## config.mk

```make
export PLATFORM = sky130hd
export DESIGN_NAME = rx_frame_reader
export DESIGN_NICKNAME = d
export VERILOG_FILES = /design/src/rtl/rx_frame_reader.sv
export SDC_FILE = /design/constraint.sdc
export NUM_CORES = 1
export LEC_CHECK = 0
export ABC_AREA = 1
export BUFFER_PORTS_ARGS = -buffer_cell sky130_fd_sc_hd__buf_2
export CAP_MARGIN = 20
export CORE_UTILIZATION = 35
export DETAILED_ROUTE_END_ITERATION = 10
export SLEW_MARGIN = 10
export SYNTH_ARGS = -nofsm -noshare
export SYNTH_HDL_FRONTEND = slang
export SYNTH_SLANG_ARGS = --single-unit
```

## constraint.sdc

```tcl
create_clock -name clock -period 2.1 [get_ports clock]
set_input_delay 0.105 -clock clock [delete_from_list [all_inputs] [get_ports clock]]
set_output_delay 0.105 -clock clock [all_outputs]
set_load 0.005 [all_outputs]
```

## src/rtl/rx_frame_reader.sv

```systemverilog
// Drains committed frames from the RX frame FIFO into a valid/ready byte stream with
// sof/eof markers, per-frame drop/replay through the read-pointer rewind port, and frame stats.
module rx_frame_reader #(
   parameter int unsigned FIFO_DEPTH = 12,
   parameter int unsigned MAX_FRAME  = 1518
) (
   input  logic                  clock,
   input  logic                  reset,
   input  logic [7:0]            fifo_data,
   input  logic                  fifo_start,
   input  logic                  fifo_end,
   input  logic [FIFO_DEPTH-1:0] fifo_address,
   input  logic                  data_available,
   output logic                  fifo_rd_en,
   output logic                  fifo_rewind,
   output logic [FIFO_DEPTH-1:0] fifo_rewind_addr,
   output logic [7:0]            m_data,
   output logic                  m_valid,
   input  logic                  m_ready,
   output logic                  m_sof,
   output logic                  m_eof,
   input  logic                  m_drop,
   input  logic                  m_replay,
   output logic [15:0]           frame_ok_count,
   output logic [15:0]           frame_drop_count,
   output logic                  frame_error
);

   localparam int unsigned LEN_W = $clog2(MAX_FRAME + 1);
   localparam int unsigned ENT_W = 10;
   localparam int unsigned CNT_W = 16;

   typedef enum logic [2:0] {IDLE, READ, DRAIN, DISCARD, REPLAY} state_t;

   state_t                state, state_n;
   logic [FIFO_DEPTH-1:0] start_addr, start_addr_n;
   logic [LEN_W-1:0]      len, len_n, len_inc;
   logic                  end_seen, end_seen_n;
   logic                  in_flight;
   // Skid entries hold {sof, eof, data}; skid0 is the head driving the stream.
   logic [ENT_W-1:0]      skid0, skid0_n, skid1, skid1_n, entry_in;
   logic [1:0]            count, count_n;
   logic [CNT_W-1:0]      ok_n, drop_n;
   logic                  frame_error_n;
   logic                  rd_en_c;
   logic                  pop, push, flush, err, ret_end, room;
   logic [2:0]            occ;

   assign m_valid          = (count != 2'd0);
   assign m_data           = skid0[7:0];
   assign m_sof            = m_valid & skid0[9];
   assign m_eof            = m_valid & skid0[8];
   assign fifo_rd_en       = rd_en_c;
   assign fifo_rewind      = (state == REPLAY);
   assign fifo_rewind_addr = start_addr;
   assign entry_in         = {fifo_start, fifo_end, fifo_data};

   // Next-state, read issue, skid buffer and statistics
   always_comb begin
      state_n       = state;
      start_addr_n  = start_addr;
      len_n         = len;
      end_seen_n    = end_seen;
      skid0_n       = skid0;
      skid1_n       = skid1;
      count_n       = count;
      ok_n          = frame_ok_count;
      drop_n        = frame_drop_count;
      frame_error_n = 1'b0;
      rd_en_c       = 1'b0;
      push          = 1'b0;
      flush         = 1'b0;
      err           = 1'b0;
      pop           = m_valid & m_ready;
      ret_end       = in_flight & fifo_end;
      len_inc       = len + LEN_W'(1);
      // Occupancy after this edge counting the returning byte; the pop frees a slot now.
      occ           = 3'(count) + 3'(in_flight) - 3'(pop);
      room          = (occ < 3'd2);

      unique case (state)
         IDLE: begin
            if (data_available) begin
               state_n      = READ;
               start_addr_n = fifo_address;
               len_n        = '0;
               end_seen_n   = 1'b0;
            end
         end
         READ: begin
            if (in_flight) begin
               len_n      = len_inc;
               end_seen_n = end_seen | fifo_end;
            end
            if (m_drop) begin
               state_n = DISCARD;
            end else if (m_replay) begin
               state_n = REPLAY;
            end else if (in_flight) begin
               if ((len == '0) && !fifo_start) begin
                  err     = 1'b1;
                  state_n = DISCARD;
               end else if (fifo_end) begin
                  push    = 1'b1;
                  state_n = DRAIN;
               end else if (len_inc == LEN_W'(MAX_FRAME)) begin
                  err     = 1'b1;
                  state_n = DISCARD;
               end else begin
                  push = 1'b1;
               end
            end
            // The end flag is seen combinationally so no byte past the frame is ever read.
            rd_en_c = room && !ret_end && (state_n != REPLAY);
         end
         DRAIN: begin
            if (pop && skid0[8]) begin
               state_n = IDLE;
               ok_n    = frame_ok_count + CNT_W'(1);
            end else if (m_drop) begin
               state_n = DISCARD;
            end else if (m_replay) begin
               state_n = REPLAY;
            end
         end
         DISCARD: begin
            if (end_seen || ret_end) begin
               state_n = IDLE;
            end else begin
               rd_en_c = 1'b1;
            end
         end
         REPLAY: begin
            state_n    = READ;
            len_n      = '0;
            end_seen_n = 1'b0;
         end
         default: begin
            state_n = IDLE;
         end
      endcase

      if ((state_n == DISCARD) && (state != DISCARD)) begin
         drop_n = frame_drop_count + CNT_W'(1);
      end
      flush         = (state_n == DISCARD) || (state_n == REPLAY);
      frame_error_n = err;

      if (flush) begin
         count_n = 2'd0;
      end else begin
         unique case ({push, pop})
            2'b10: begin
               if (count == 2'd0) skid0_n = entry_in;
               else               skid1_n = entry_in;
               count_n = count + 2'd1;
            end
            2'b01: begin
               skid0_n = skid1;
               count_n = count - 2'd1;
            end
            2'b11: begin
               if (count == 2'd1) begin
                  skid0_n = entry_in;
               end else begin
                  skid0_n = skid1;
                  skid1_n = entry_in;
               end
            end
            default: begin
            end
         endcase
      end
   end

   always_ff @(posedge clock or posedge reset) begin
      if (reset) begin
         state            <= IDLE;
         start_addr       <= '0;
         len              <= '0;
         end_seen         <= 1'b0;
         in_flight        <= 1'b0;
         skid0            <= '0;
         skid1            <= '0;
         count            <= 2'd0;
         frame_ok_count   <= '0;
         frame_drop_count <= '0;
         frame_error      <= 1'b0;
      end else begin
         state            <= state_n;
         start_addr       <= start_addr_n;
         len              <= len_n;
         end_seen         <= end_seen_n;
         in_flight        <= rd_en_c;
         skid0            <= skid0_n;
         skid1            <= skid1_n;
         count            <= count_n;
         frame_ok_count   <= ok_n;
         frame_drop_count <= drop_n;
         frame_error      <= frame_error_n;
      end
   end

endmodule
```

==> results of run 1 <==
## kinds of logic (layout without fill, tap and decap cells)
family	count (synthesis)	after routing	share of synthesized area, %
simple gates	291	294	28.7
buf+inv	77	238	7.44
compound gates	35	35	4.19
xor+xnor	29	29	5.41
flops	83	83	44.3
mux	29	29	7.44
fa+ha+maj	9	9	2.56
## through the flow
stage	setup slack [ns]	hold slack (ns)	instance area, sq um	cells	utilization, %
after floorplan	-0.111	0.239	4740	553	-
after global placement	-0.137	0.138	5570	830	43.4
after detailed placement	-0.178	0.142	5570	830	43.4
after CTS	-0.521	0.00292	6330	874	49.4
after global routing	-0.647	0.00424	6760	889	52.7
final	-0.488	0.00480	6760	889	52.7
## area by class of cell
| cell class | instances | area [sq um] | area share (%) |
|---|---|---|---|
| Sequential cell | 83 | 2080 | 30.7 |
| Tap cell | 172 | 215 | 3.18 |
| Inverter | 58 | 231 | 3.42 |
| Timing Repair Buffer | 164 | 1180 | 17.5 |
| Clock buffer | 12 | 246 | 3.65 |
| Clock inverter | 4 | 73.8 | 1.09 |
| Multi-Input combinational cell | 396 | 2730 | 40.4 |
## power by group through the flow
stage | logic (mW) | registers (mW) | clock network, mW
after floorplan | 1.84 | 2.30 | 0
after global placement | 2.66 | 2.31 | 0
after detailed placement | 2.74 | 2.34 | 0
after CTS | 3.10 | 2.32 | 1.75
after global routing | 3.72 | 2.39 | 1.82
final | 3.40 | 2.34 | 1.71
## worst paths after layout
kind	cells past startpoint	startpoint	end	slack, ns
setup / recovery	9	count[1]$_DFFE_PP0P_	fifo_rd_en	-0.49
hold / removal	2	fifo_address[10]	fifo_rewind_addr[10]$_DFFE_PP0P_	0.005
setup reg to reg	18	len[0]$_DFFE_PP0P_	frame_drop_count[2]$_DFFE_PP0P_	-0.34
hold reg to reg	1	frame_ok_count[15]$_DFFE_PP0P_	frame_ok_count[15]$_DFFE_PP0P_	0.47
max in group asynchronous	4	reset	len[2]$_DFFE_PP0P_	1.16
min in group asynchronous	3	reset	frame_drop_count[15]$_DFFE_PP0P_	0.32
## synth_stat cells (3+ instances only)
| cell | count | area share, % |
|---|---|---|
| o21ai_0 | 12 | 1.3 |
| xor2_1 | 20 | 3.7 |
| buf_2 | 3 | 0.32 |
| a21oi_1 | 12 | 1.3 |
| nand2_1 | 157 | 13 |
| buf_4 | 9 | 1.4 |
| nand3_1 | 35 | 3.7 |
| nor4_1 | 4 | 0.53 |
| nor2_4 | 4 | 0.96 |
| nand4_1 | 19 | 2.5 |
| nor2_1 | 42 | 3.4 |
| nor2_2 | 5 | 0.67 |
| mux2_2 | 23 | 5.5 |
| buf_6 | 3 | 0.72 |
| xnor2_1 | 9 | 1.7 |
| nand3_2 | 5 | 1.1 |
| nor3_1 | 8 | 0.85 |
| inv_2 | 5 | 0.40 |
| o22ai_1 | 3 | 0.40 |
| o21ai_1 | 5 | 0.53 |
| mux2_4 | 6 | 1.9 |
| ha_1 | 8 | 2.1 |
| inv_1 | 53 | 4.2 |
| dfrtp_1 | 83 | 44 |
| nand2_2 | 6 | 0.80 |
| clkbuf_1 | 4 | 0.32 |
## registers in the layout (all words and copies together) (netlist names)
| signal | count |
|---|---|
| len | 11 |
| in_flight | 1 |
| frame_ok_count | 16 |
| state | 3 |
| skid1 | 10 |
| frame_drop_count | 16 |
| fifo_rewind_addr | 12 |
| count | 2 |
| end_seen | 1 |
| frame_error | 1 |
| skid0 | 10 |
## timing repair
action,in CTS,in global routing
setup buffers,14,14
resized for setup,63,72
endpoints found under the setup margin,41,47
pin swaps,33,31
cloned,4,1
endpoints found under the hold margin,26,0
hold buffers,10,0
## per-layer routing
metal  up-vias  GRT usage (%)  routed length (microns)
met4         0           6.09                      280
met3        24           3.78                      416
li1       2104              -                        -
met1      2070           23.2                     5480
met5         -              0                        0
met2        88           30.8                     6390
## critical path, stage by stage, from the launching register on
cell,delay [ns]
dfrtp_1,0.39
inv_2,0.09
ha_4,0.15
nor2_4,0.03
ha_1,0.27
or2_4,0.24
fa_2,0.54
nand3_2,0.09
o31ai_4,0.19
buf_2,0.15
==> summary.md, run 1 <==
| Metric | Value |
|---|---|
| DRC | 0 |
| Core area | approximately 13000 sq um |
| Die H | 118 microns |
| YS warnings | 0 |
| Final Max Slew Viols | 0 |
| Syn_nets | approximately 600 |
| First-pass GRT wire length | a little over 20000 microns |
| Least-Margin Pin Slew | around 0.8 ns |
| Number of max-cap violations | 0 |
| Clk pin slew, worst setup/hold paths | about 0.060 ns |
| Avg Vias per Cell | 4.82 |
| Synth Register Bits | 83 |
| Fin crit period | 2.59 ns |
| Global-route congestion overflow total | 0 |
| Share of cells above drive strength 1 | between 40% and 50% |
| FFs w/ async S/R, synth | between 90% and 100% |
| Clk pwr share | between 20% and 30% |
| Final ANT Viol Nets | 0 |
| Initial antenna violation count | 0 |
| Critical Path RT | ~2 ns |
| Design Power | about 7.4 mW |
| I/O pins | 86 |
| Die Outline Area | between 10000 and 15000 sq um |
| Initial Util | a little over a third |
| Pin count of the biggest net entering global routing | 49 |
| GR Util All Layers | a little under a fifth |
| Synth Flop Type | dfrtp_1 |
| Clock sinks | between 80 and 90 |
| Syn Std Cell Area | 4690 sq um |
| Sequential area share after synthesis | roughly 44% |
| Leak | 3.37 nW |
| Pre-antenna DRT Iters | 4 |
| Seq pwr share | about a third |
| Wire per inst | between 10 and 15 microns |
| Comb power frac | 45.6% |
| Post-synthesis cell type count | 36 |
| Crit start category | register |
| Total Wirelength | 12600 microns |
| Sw frac | between 30 and 40% |
| Row Count | a little over 40 |
| Post-Synthesis Cells | roughly 550 |
| CTS Buf Count | 9 |
| # port buffers | between 80 and 90 |
| N_diodes | 0 |
| Tightest Hold Check Type | primary input to register |
| Initial drt markers | around 190 |
| CTS tree | yes |
| Nets | roughly 750 |
| H-tree depth | 3 |
| CTS max path bufs | 2 |
| Most frequent cells in the layout | nand2_1 (122), buf_2 (85), dfrtp_1 (82) |
| Internal Dissipation | approximately 4.7 mW |
| DIE WIDTH | around 120 microns |
| Fin crit share | 123% |
| Worst Skew | roughly 0.0062 ns |
| Critical setup path kind | register to output port |
| Final worst slack | -0.488 ns |
| Setup violators final | 43 |
| Unrepaired setup endpoints after global routing | true |
| Final Hold Violating Endpoints | 0 |
| Total negative slack | -10.03 ns |
| Endpoint type of the worst setup path | output port |
| Final GP Congestion | between 0.8 and 0.9 |
| Number of synthesized flops with an enable pin | 0 |
| Max VDD drop | ~0.00056 V |
| Sw Pwr | roughly 2.8 mW |
| Vias in the first global route | 4284 |
| Max Clock Freq | 386 MHz |
| Failing checks | negative setup slack |
| Most common library cell in the layout ignoring fill and taps | nand2_1 |
| Rel. slew slack | between 40% and 50% |
| Final HPWL DP | between 8000 and 9000 microns |
| Clock root buffer | clkbuf_16 |
| Fill cell count | 1206 |
| Vias | between 4k and 5k |
| Status | finished with violations |
| Clock latency on the worst-skew pair | approximately 0.34 ns |
| WP data arrival | approximately 2.5 ns |
| Crit Path Max Fanout | 2 |
| Synth-to-Final Area Change | 44.1% |
| Mean post-synth cell area | around 8.5 sq um |
| Pwr/cell area | 1100 nW/um^2 |
Power figures use the tool's default switching activity.
==> run 2, diff against run 1 <==
==> constraint.sdc (replaced) <==
create_clock -name clock -period 2.4 [get_ports clock]
set_input_delay 0.12 -clock clock [delete_from_list [all_inputs] [get_ports clock]]
set_output_delay 0.12 -clock clock [all_outputs]
set_load 0.005 [all_outputs]
==> run 2 against run 1 <==
Compared with the run above: clock-buffer cell count stayed put; via count down 5.3%; critical path type unchanged; flip-flop and latch count unchanged; the flow still finishes with violations (negative setup slack); clock power is 25% lower; clock skew hardly changed; global-route usage down 1.5 points; die area did not move; largest power group unchanged.
==> summary.md, run 2 (synthesis results as in run 1) <==
| Metric | Value |
|---|---|
| Initial antenna violation count | 0 (unchanged) |
| CTS tree | yes |
| N_diodes | 0 (unchanged) |
| Most common cell on crit path | ha_4 |
| FF-to-FF End | skid0[3]$_DFFE_PP0P_ |
| Pre-antenna DRT Iters | 6 (+2) |
| Core area | 12800 sq um (unchanged) |
| CTS max path bufs | 2 (unchanged) |
| Finished Cell Area | 5930 sq um (-12%) |
| Total negative slack | -0.177 ns (+9.85 ns) |
| Clock sinks | 83 (unchanged) |
| DRC | 0 (unchanged) |
| Worst R2R Start | len[1]$_DFFE_PP0P_ |
| Clock root buffer | clkbuf_16 |
| Initial drt markers | 200 (+8.1%) |
| Rel. slew slack | 60.4% (+14 points) |
| Setup WS pre-CTS | -0.00889 ns (+0.169 ns) |
| Fin crit period | between 2 and 3 ns |
| Unrepaired setup endpoints after global routing | true |
| CP max stage delay | 0.57 ns (+0.03 ns) |
| Final HPWL DP | 8270 microns (-2.5%) |
| Pin count of the biggest net entering global routing | 55 (+12%) |
| Global-route congestion overflow total | 0 (unchanged) |
| # port buffers | 85 (unchanged) |
| Max Clock Freq | approximately 390 MHz |
| Clk pin slew, worst setup/hold paths | 0.06 ns (about the same) |
| Crit path launch | count[1]$_DFFE_PP0P_ |
| Initial Util | 36.6% (unchanged) |
| Die Outline Area | 13900 sq um (unchanged) |
| Leak | 3.03 nW (-10%) |
| Die H | 118 microns (unchanged) |
| Row Count | 41 (unchanged) |
| Post-layout util | 46.2% (-6.5 points) |
| Final Hold Violating Endpoints | 0 (unchanged) |
| Least-Margin Pin Slew | 0.593 ns (-0.206 ns) |
| GR Util All Layers | 16.7% (-1.5 points) |
| Crit start category | register |
| Synth-to-Final Area Change | 26.4% |
| Max VDD drop | 0.000587 V (+5.7%) |
| Vias in the first global route | 3953 (-7.7%) |
| Final GP Congestion | 0.860 (-2.9%) |
| CP Buf/Inv Count | 2 (unchanged) |
| Fin crit share | 107% |
| Most frequent cells in the layout | nand2_1 (150), buf_2 (85), dfrtp_1 (82) |
| Reg2reg setup slack | 0.12 ns (+0.46 ns) |
| Crit-path slowest cell | fa_2 |
| I/O pins | 86 (unchanged) |
| Clock latency on the worst-skew pair | 0.34 ns (about the same) |
| Status | finished with violations |
| Share of cells above drive strength 1 | 32.6% (-10 points) |
| Final ANT Viol Nets | 0 (unchanged) |
| Number of max-cap violations | 0 (unchanged) |
| Endpoint type of the worst setup path | output port |
| Final Max Slew Viols | 0 (unchanged) |
| Critical setup path kind | register to output port |
| Worst path cell trace | inv_2, ha_4, nor2_4, ha_4, or2_4, fa_2, nand3_2, o31ai_4, buf_2 |
| Tightest Hold Check Type | primary input to register |
| Setup violators final | 1 (-98%) |
| Fill cell count | 1240 (+2.8%) |
| CTS Buf Count | 9 (unchanged) |
| Total Wirelength | 11400 microns (-9.7%) |
| Critical Path RT | 2.28 ns (+0.28 ns) |
| Hold Startpoint | fifo_address[3] |
| Vias | 4059 (-5.3%) |
| Pwr/cell area | 966 nW/um^2 (-12%) |
| WP data arrival | 2.46 ns (-0.02 ns) |
| Most common library cell in the layout ignoring fill and taps | nand2_1 |
| Avg Vias per Cell | 4.81 (-0.25%) |
| Area after DPL | 5400 sq um (-3.0%) |
| Failing checks | negative setup slack |
| Hold Path Depth | 2 (unchanged) |
| Worst Skew | 0.00674 ns (+0.000486 ns) |
| Wire per inst | 13.4 microns (-4.9%) |
| Area occupied by registers | 2080 sq um (unchanged) |
| Nets | 706 (-5.7%) |
| Final worst slack | -0.177 ns (+0.311 ns) |
| First-pass GRT wire length | 18800 microns (-8.5%) |
| Kind of cell adding the most delay to the critical path | adder cells |
| Area of the multi-input gates | 2400 sq um (-12%) |
| DIE WIDTH | 118 microns (unchanged) |
| Crit Path Max Fanout | 2 (unchanged) |
| Worst Reg-to-Reg Cells | 14 (-4) |
| Hold Path End | fifo_rewind_addr[3]$_DFFE_PP0P_ |
| H-tree depth | 3 (unchanged) |
[run 2: cell types whose count changed in the layout (fill, tap and decap cells not counted), sizes merged]
| cell | delta |
|---|---|
| nand3 | -1 |
| nor2 | -1 |
| bufinv | -2 |
| buf | -34 |
| nand2 | -1 |
| dlygate4sd3 | -6 |
[run 2: timing repair]
item,in CTS,in global routing
hold buffers,4,0
endpoints found under the setup margin,1,41
resized for setup,13,21
endpoints found under the hold margin,32,0
pin swaps,7,13
buffers inserted,6,8
gates cloned,0,0
[run 2: worst max path at each step]
stage | cells past startpoint | endpoint | slack [ns]
finish | 9 | fifo_rd_en | -0.18
global placement | 9 | fifo_rd_en | 0.06
floorplan | 8 | fifo_rd_en | 0.02
detailed placement | 9 | fifo_rd_en | -0.009
CTS | 9 | fifo_rd_en | -0.18
global route | 9 | fifo_rd_en | -0.30
[run 2: power breakdown]
| part | internal (mW) | switching (mW) |
|---|---|---|
| sequential | 1.76 | 0.247 |
| clock | 0.744 | 0.539 |
| combinational | 1.11 | 1.32 |
| total | 3.62 | 2.11 |
[run 2: routing by layer]
layer / up-vias / part of all wire (%) / GRT usage (%)
met1: 1929 / 45 / 20.9
met4: 0 / 2.0 / 6.65
met5: - / 0 / 0
li1: 2019 / - / -
met3: 18 / 4.0 / 4.02
met2: 93 / 49 / 27.8
[run 2: worst register-to-register path, stage by stage, from the launching register on]
cell and delay [ns]:
dfrtp_1 0.35, ha_2 0.22, nand3_2 0.11, nor2_4 0.17
nand2_1 0.07, nand2_1 0.08, nand2_2 0.08, nand2_2 0.08
nor2_4 0.04, nand3_2 0.10, nand3_2 0.16, o21ai_1 0.32
buf_4 0.23, nand4_1 0.13, nand2_1 0.09
[run 2: area by class of cell]
class | instances | share of cell area [%]
clock buffer | 12 | 4.32
timing repair buffer | 124 | 12.6
multi-input combinational | 393 | 40.4
sequential | 83 | 35.0
inverter | 58 | 3.78
tap | 172 | 3.63
clock inverter | 2 | 0.211
[run 2: stage by stage]
step | cells | power [mW] | hold WS, ns
6_report | 844 | 5.73 | 0.0142
5_1_grt | 844 | 6.15 | 0.0107
4_1_cts | 839 | 5.72 | 0.00386
3_5_place_dp | 815 | 4.25 | 0.178
3_3_place_gp | 815 | 4.17 | 0.170
2_1_floorplan | 553 | 3.56 | 0.254
==> run 3, diff against run 2 <==
--- a/config.mk
+++ b/config.mk
@@ -5,11 +5,11 @@
 export SDC_FILE = /design/constraint.sdc
 export NUM_CORES = 1
 export LEC_CHECK = 0
-export ABC_AREA = 1
-export BUFFER_PORTS_ARGS = -buffer_cell sky130_fd_sc_hd__buf_2
+export ABC_AREA = 0
 export CAP_MARGIN = 20
 export CORE_UTILIZATION = 35
 export DETAILED_ROUTE_END_ITERATION = 10
+export DONT_BUFFER_PORTS = 1
 export SLEW_MARGIN = 10
 export SYNTH_ARGS = -nofsm -noshare
 export SYNTH_HDL_FRONTEND = slang
==> run 3 against run 2 <==
Compared with the run above: the flow still finishes with violations (negative setup slack); critical path depth increased by 2; global-route usage up 0.55 points; utilization is 3.3 points higher; cell count fell by 24%; critical path type is now register to register; largest power group unchanged; highest routed layer unchanged.
==> summary.md, run 3 <==
| Metric | Value |
|---|---|
| Post-Synthesis Cells | 394 (-29%) |
| Avg Vias per Cell | 5.19 (+7.9%) |
| GR Util met3 | 6.37% (+2.4 points) |
| Synth-to-Final Area Change | 37.8% |
| Share of cells above drive strength 1 | 39.2% (+6.6 points) |
| Finished Cell Area | 5980 sq um (+0.76%) |
| Global-route congestion overflow total | 0 (unchanged) |
| Clk pin slew, worst setup/hold paths | 0.07 ns (about the same) |
| Mean post-synth cell area | 11.0 sq um (+30%) |
| Core area | 12100 sq um (-6.0%) |
| Setup WS pre-CTS | -0.252 ns (-0.243 ns) |
| Syn_nets | 431 (-27%) |
| Crit-path slowest cell | dfrtp_2 |
| CP Buf/Inv Count | 4 (+2) |
| Fin crit share | 106% (-1.4 points) |
| CTS max path bufs | 2 (unchanged) |
| Seq pwr share | 36.5% (+1.4 points) |
| Design Power | 5.77 mW (+0.64%) |
| Vias in the first global route | 3506 (-11%) |
| DIE WIDTH | 113 microns (-3.8%) |
| Post-layout util | 49.5% (+3.3 points) |
| Global routing usage on met1 | 21.2% (+0.37 points) |
| Die Outline Area | 12800 sq um (-7.5%) |
| DRC | 0 (unchanged) |
| Number of max-cap violations | 0 (unchanged) |
| Kind of cell adding the most delay to the critical path | compound AO/OA/AOI/OAI gates |
| Global route hottest layer | met2 |
| Unrepaired setup endpoints after global routing | true |
| Row Count | 40 (-2.4%) |
| Failing checks | negative setup slack |
| Initial drt markers | 187 (-6.5%) |
| CTS Buf Count | 9 (unchanged) |
| Leak | 2.51 nW (-17%) |
| CP max stage delay | 0.47 ns (-0.10 ns) |
| Pwr/cell area | 965 nW/um^2 (-0.12%) |
| Clock root buffer | clkbuf_16 |
| Rel. slew slack | 45.9% (-14 points) |
| Initial antenna violation count | 0 (unchanged) |
| Crit start category | register |
| Wire per inst | 16.3 microns (+21%) |
| Syn Std Cell Area | 4340 sq um (-7.6%) |
| # port buffers | 0 (-100%) |
| Met2 Usage GRT | 27.7% (-0.10 points) |
| Synth Flop Type | dfrtp_1 |
| Comb power frac | 39.5% (-3.0 points) |
| Total Wirelength | 10500 microns (-7.3%) |
| Clk pwr share | 24.1% (+1.7 points) |
| Clock latency on the worst-skew pair | 0.35 ns (about the same) |
| Status | finished with violations |
| Fin crit period | 2.54 ns (-0.0338 ns) |
| Internal Dissipation | 3.85 mW (+6.3%) |
| Pin count of the biggest net entering global routing | 52 (-5.5%) |
| Clock sinks | 83 (unchanged) |
| Die H | 113 microns (-3.8%) |
| H-tree depth | 3 (unchanged) |
| Critical Path RT | 2.63 ns (+0.35 ns) |
| Critical setup path kind | register to register |
| Sw frac | 33.2% (-3.5 points) |
| Most frequent cells in the layout | dfrtp_1 (78), buf_4 (49), mux2_2 (31) |
| Sequential area share after synthesis | 47.9% (+3.6 points) |
| Least-Margin Pin Slew | 0.811 ns (+0.218 ns) |
| Synth Register Bits | 83 (unchanged) |
| YS warnings | 0 (unchanged) |
| Total negative slack | -1.87 ns (-1.69 ns) |
| Post-synth top area share | 47.9% (+3.6 points) |
| Pre-antenna DRT Iters | 4 (-2) |
| Endpoint type of the worst setup path | register |
| Final Hold Violating Endpoints | 0 (unchanged) |
| Most frequent cell after synthesis | dfrtp_1 |
| Max VDD drop | 0.000566 V (-3.5%) |
| Area after DPL | 4920 sq um (-8.9%) |
| Most common library cell in the layout ignoring fill and taps | dfrtp_1 |
| WP data arrival | 2.77 ns (+0.31 ns) |
| Most common cell on crit path | buf_4 |
| Final Max Slew Viols | 0 (unchanged) |
| Number of synthesized flops with an enable pin | 0 (unchanged) |
| GR Util All Layers | 17.3% (+0.55 points) |
| Synth top area cells | dfrtp_1 (48%), mux2_2 (11%), xnor2_1 (3.8%) |
| Final ANT Viol Nets | 0 (unchanged) |
| Crit Path Max Fanout | 6 (+4) |
| Max Clock Freq | 393 MHz (+1.3%) |
| Setup violators final | 32 (+31) |
| Synth top cells by count | dfrtp_1 (83), mux2_2 (44), nor2_1 (29) |
| Vias | 3347 (-18%) |
| Post-synthesis cell type count | 56 (+56%) |
| CTS tree | yes |
| Final HPWL DP | 6750 microns (-18%) |
| Worst path cell trace | buf_4, buf_4, nand2_1, a32o_2, nor2_4, buf_6, o31ai_4, nand4_4, o211ai_4, clkbuf_16, mux2_2 |
| Nets | 509 (-28%) |
| Final worst slack | -0.143 ns (+0.0338 ns) |
| N_diodes | 0 (unchanged) |
| Final GP Congestion | 0.840 (-2.4%) |
| Sw Pwr | 1.92 mW (-9.1%) |
| Worst Skew | 0.0144 ns (+0.00762 ns) |
| FFs w/ async S/R, synth | 100% (unchanged) |
| I/O pins | 86 (unchanged) |
| First-pass GRT wire length | 17300 microns (-8.2%) |
| Initial Util | 35.9% (-0.64 points) |
| Dominant cell type by area after synthesis | dfrtp_1 |
| Tightest Hold Check Type | primary input to register |
run 3: cell types whose count changed after synthesis, sizes merged, moves of 8 or more:
cell / delta
a21oi: -8
nand4: -12
nand2: -141
nor2: -22
xnor2: +10
inv: -44
mux2: +15
nand3: -25
run 3: power by group through the flow:
| stage | Combinational, mW | Sequential, mW | Clock [mW] |
|---|---|---|---|
| after detailed placement | 1.75 | 2.10 | 0 |
| after global routing | 2.45 | 2.15 | 1.48 |
| after global placement | 1.71 | 2.09 | 0 |
| after CTS | 2.11 | 2.09 | 1.43 |
| after floorplan | 1.33 | 2.01 | 0 |
| final | 2.28 | 2.10 | 1.39 |
run 3: repair_timing:
| action | CTS | global route |
|---|---|---|
| setup buffers | 7 | 7 |
| resized for setup | 57 | 22 |
| endpoints found under the hold margin | 57 | 0 |
| pin swaps | 29 | 9 |
| hold buffers | 26 | 0 |
| cloned | 2 | 1 |
| endpoints found under the setup margin | 38 | 41 |
run 3: logic make-up after synthesis:
group           count (synthesis)  synth area share (%)
compound gates                 42                  6.70
xor+xnor                       36                  7.27
fa+ha+maj                      10                  3.00
buf+inv                        39                  4.42
flops                          83                  47.9
mux                            44                  11.4
simple gates                  140                  19.3
run 3: stage by stage:
step	cells	hold WS (ns)
after floorplan	394	0.214
after global placement	587	0.0859
after detailed placement	587	0.0936
after CTS	638	0.00967
after global routing	645	0.0323
final	645	0.0284
run 3: layout make-up:
class	instances	area [sq um]
Fill cell	1081	6090
Inverter	14	53.8
Timing Repair Buffer	91	855
Multi-Input combinational cell	273	2480
Sequential cell	83	2080
Tap cell	168	210
Clock inverter	4	50.0
Clock buffer	12	246
run 3: layer usage:
metal / wire [microns] / vias to the layer above
li1: - / 1549
met1: 4520 / 1651
met2: 5000 / 126
met3: 767 / 21
met4: 229 / 0
met5: 0 / -
run 3: path summary, 6_finish.rpt:
check | start | end | slack [ns] | depth (start not counted)
worst min-delay path | m_drop | state[1]$_DFF_PP0_ | 0.03 | 3
worst max register to register | len[0]$_DFFE_PP0P_ | skid0[8]$_DFFE_PP0P_ | -0.14 | 11
min in group asynchronous | reset | skid0[1]$_DFFE_PP0P_ | 0.29 | 2
max in group asynchronous | reset | len[0]$_DFFE_PP0P_ | 1.43 | 3
worst min register to register | frame_drop_count[15]$_DFFE_PP0P_ | frame_drop_count[15]$_DFFE_PP0P_ | 0.49 | 1
worst max-delay path | len[0]$_DFFE_PP0P_ | skid0[8]$_DFFE_PP0P_ | -0.14 | 11
run 3: worst min-delay path: cells and delay by family:
kind               cells  cell delay [ns]
and+or+nand+nor        2             0.16
AOI/OAI and AO/OA      1             0.07
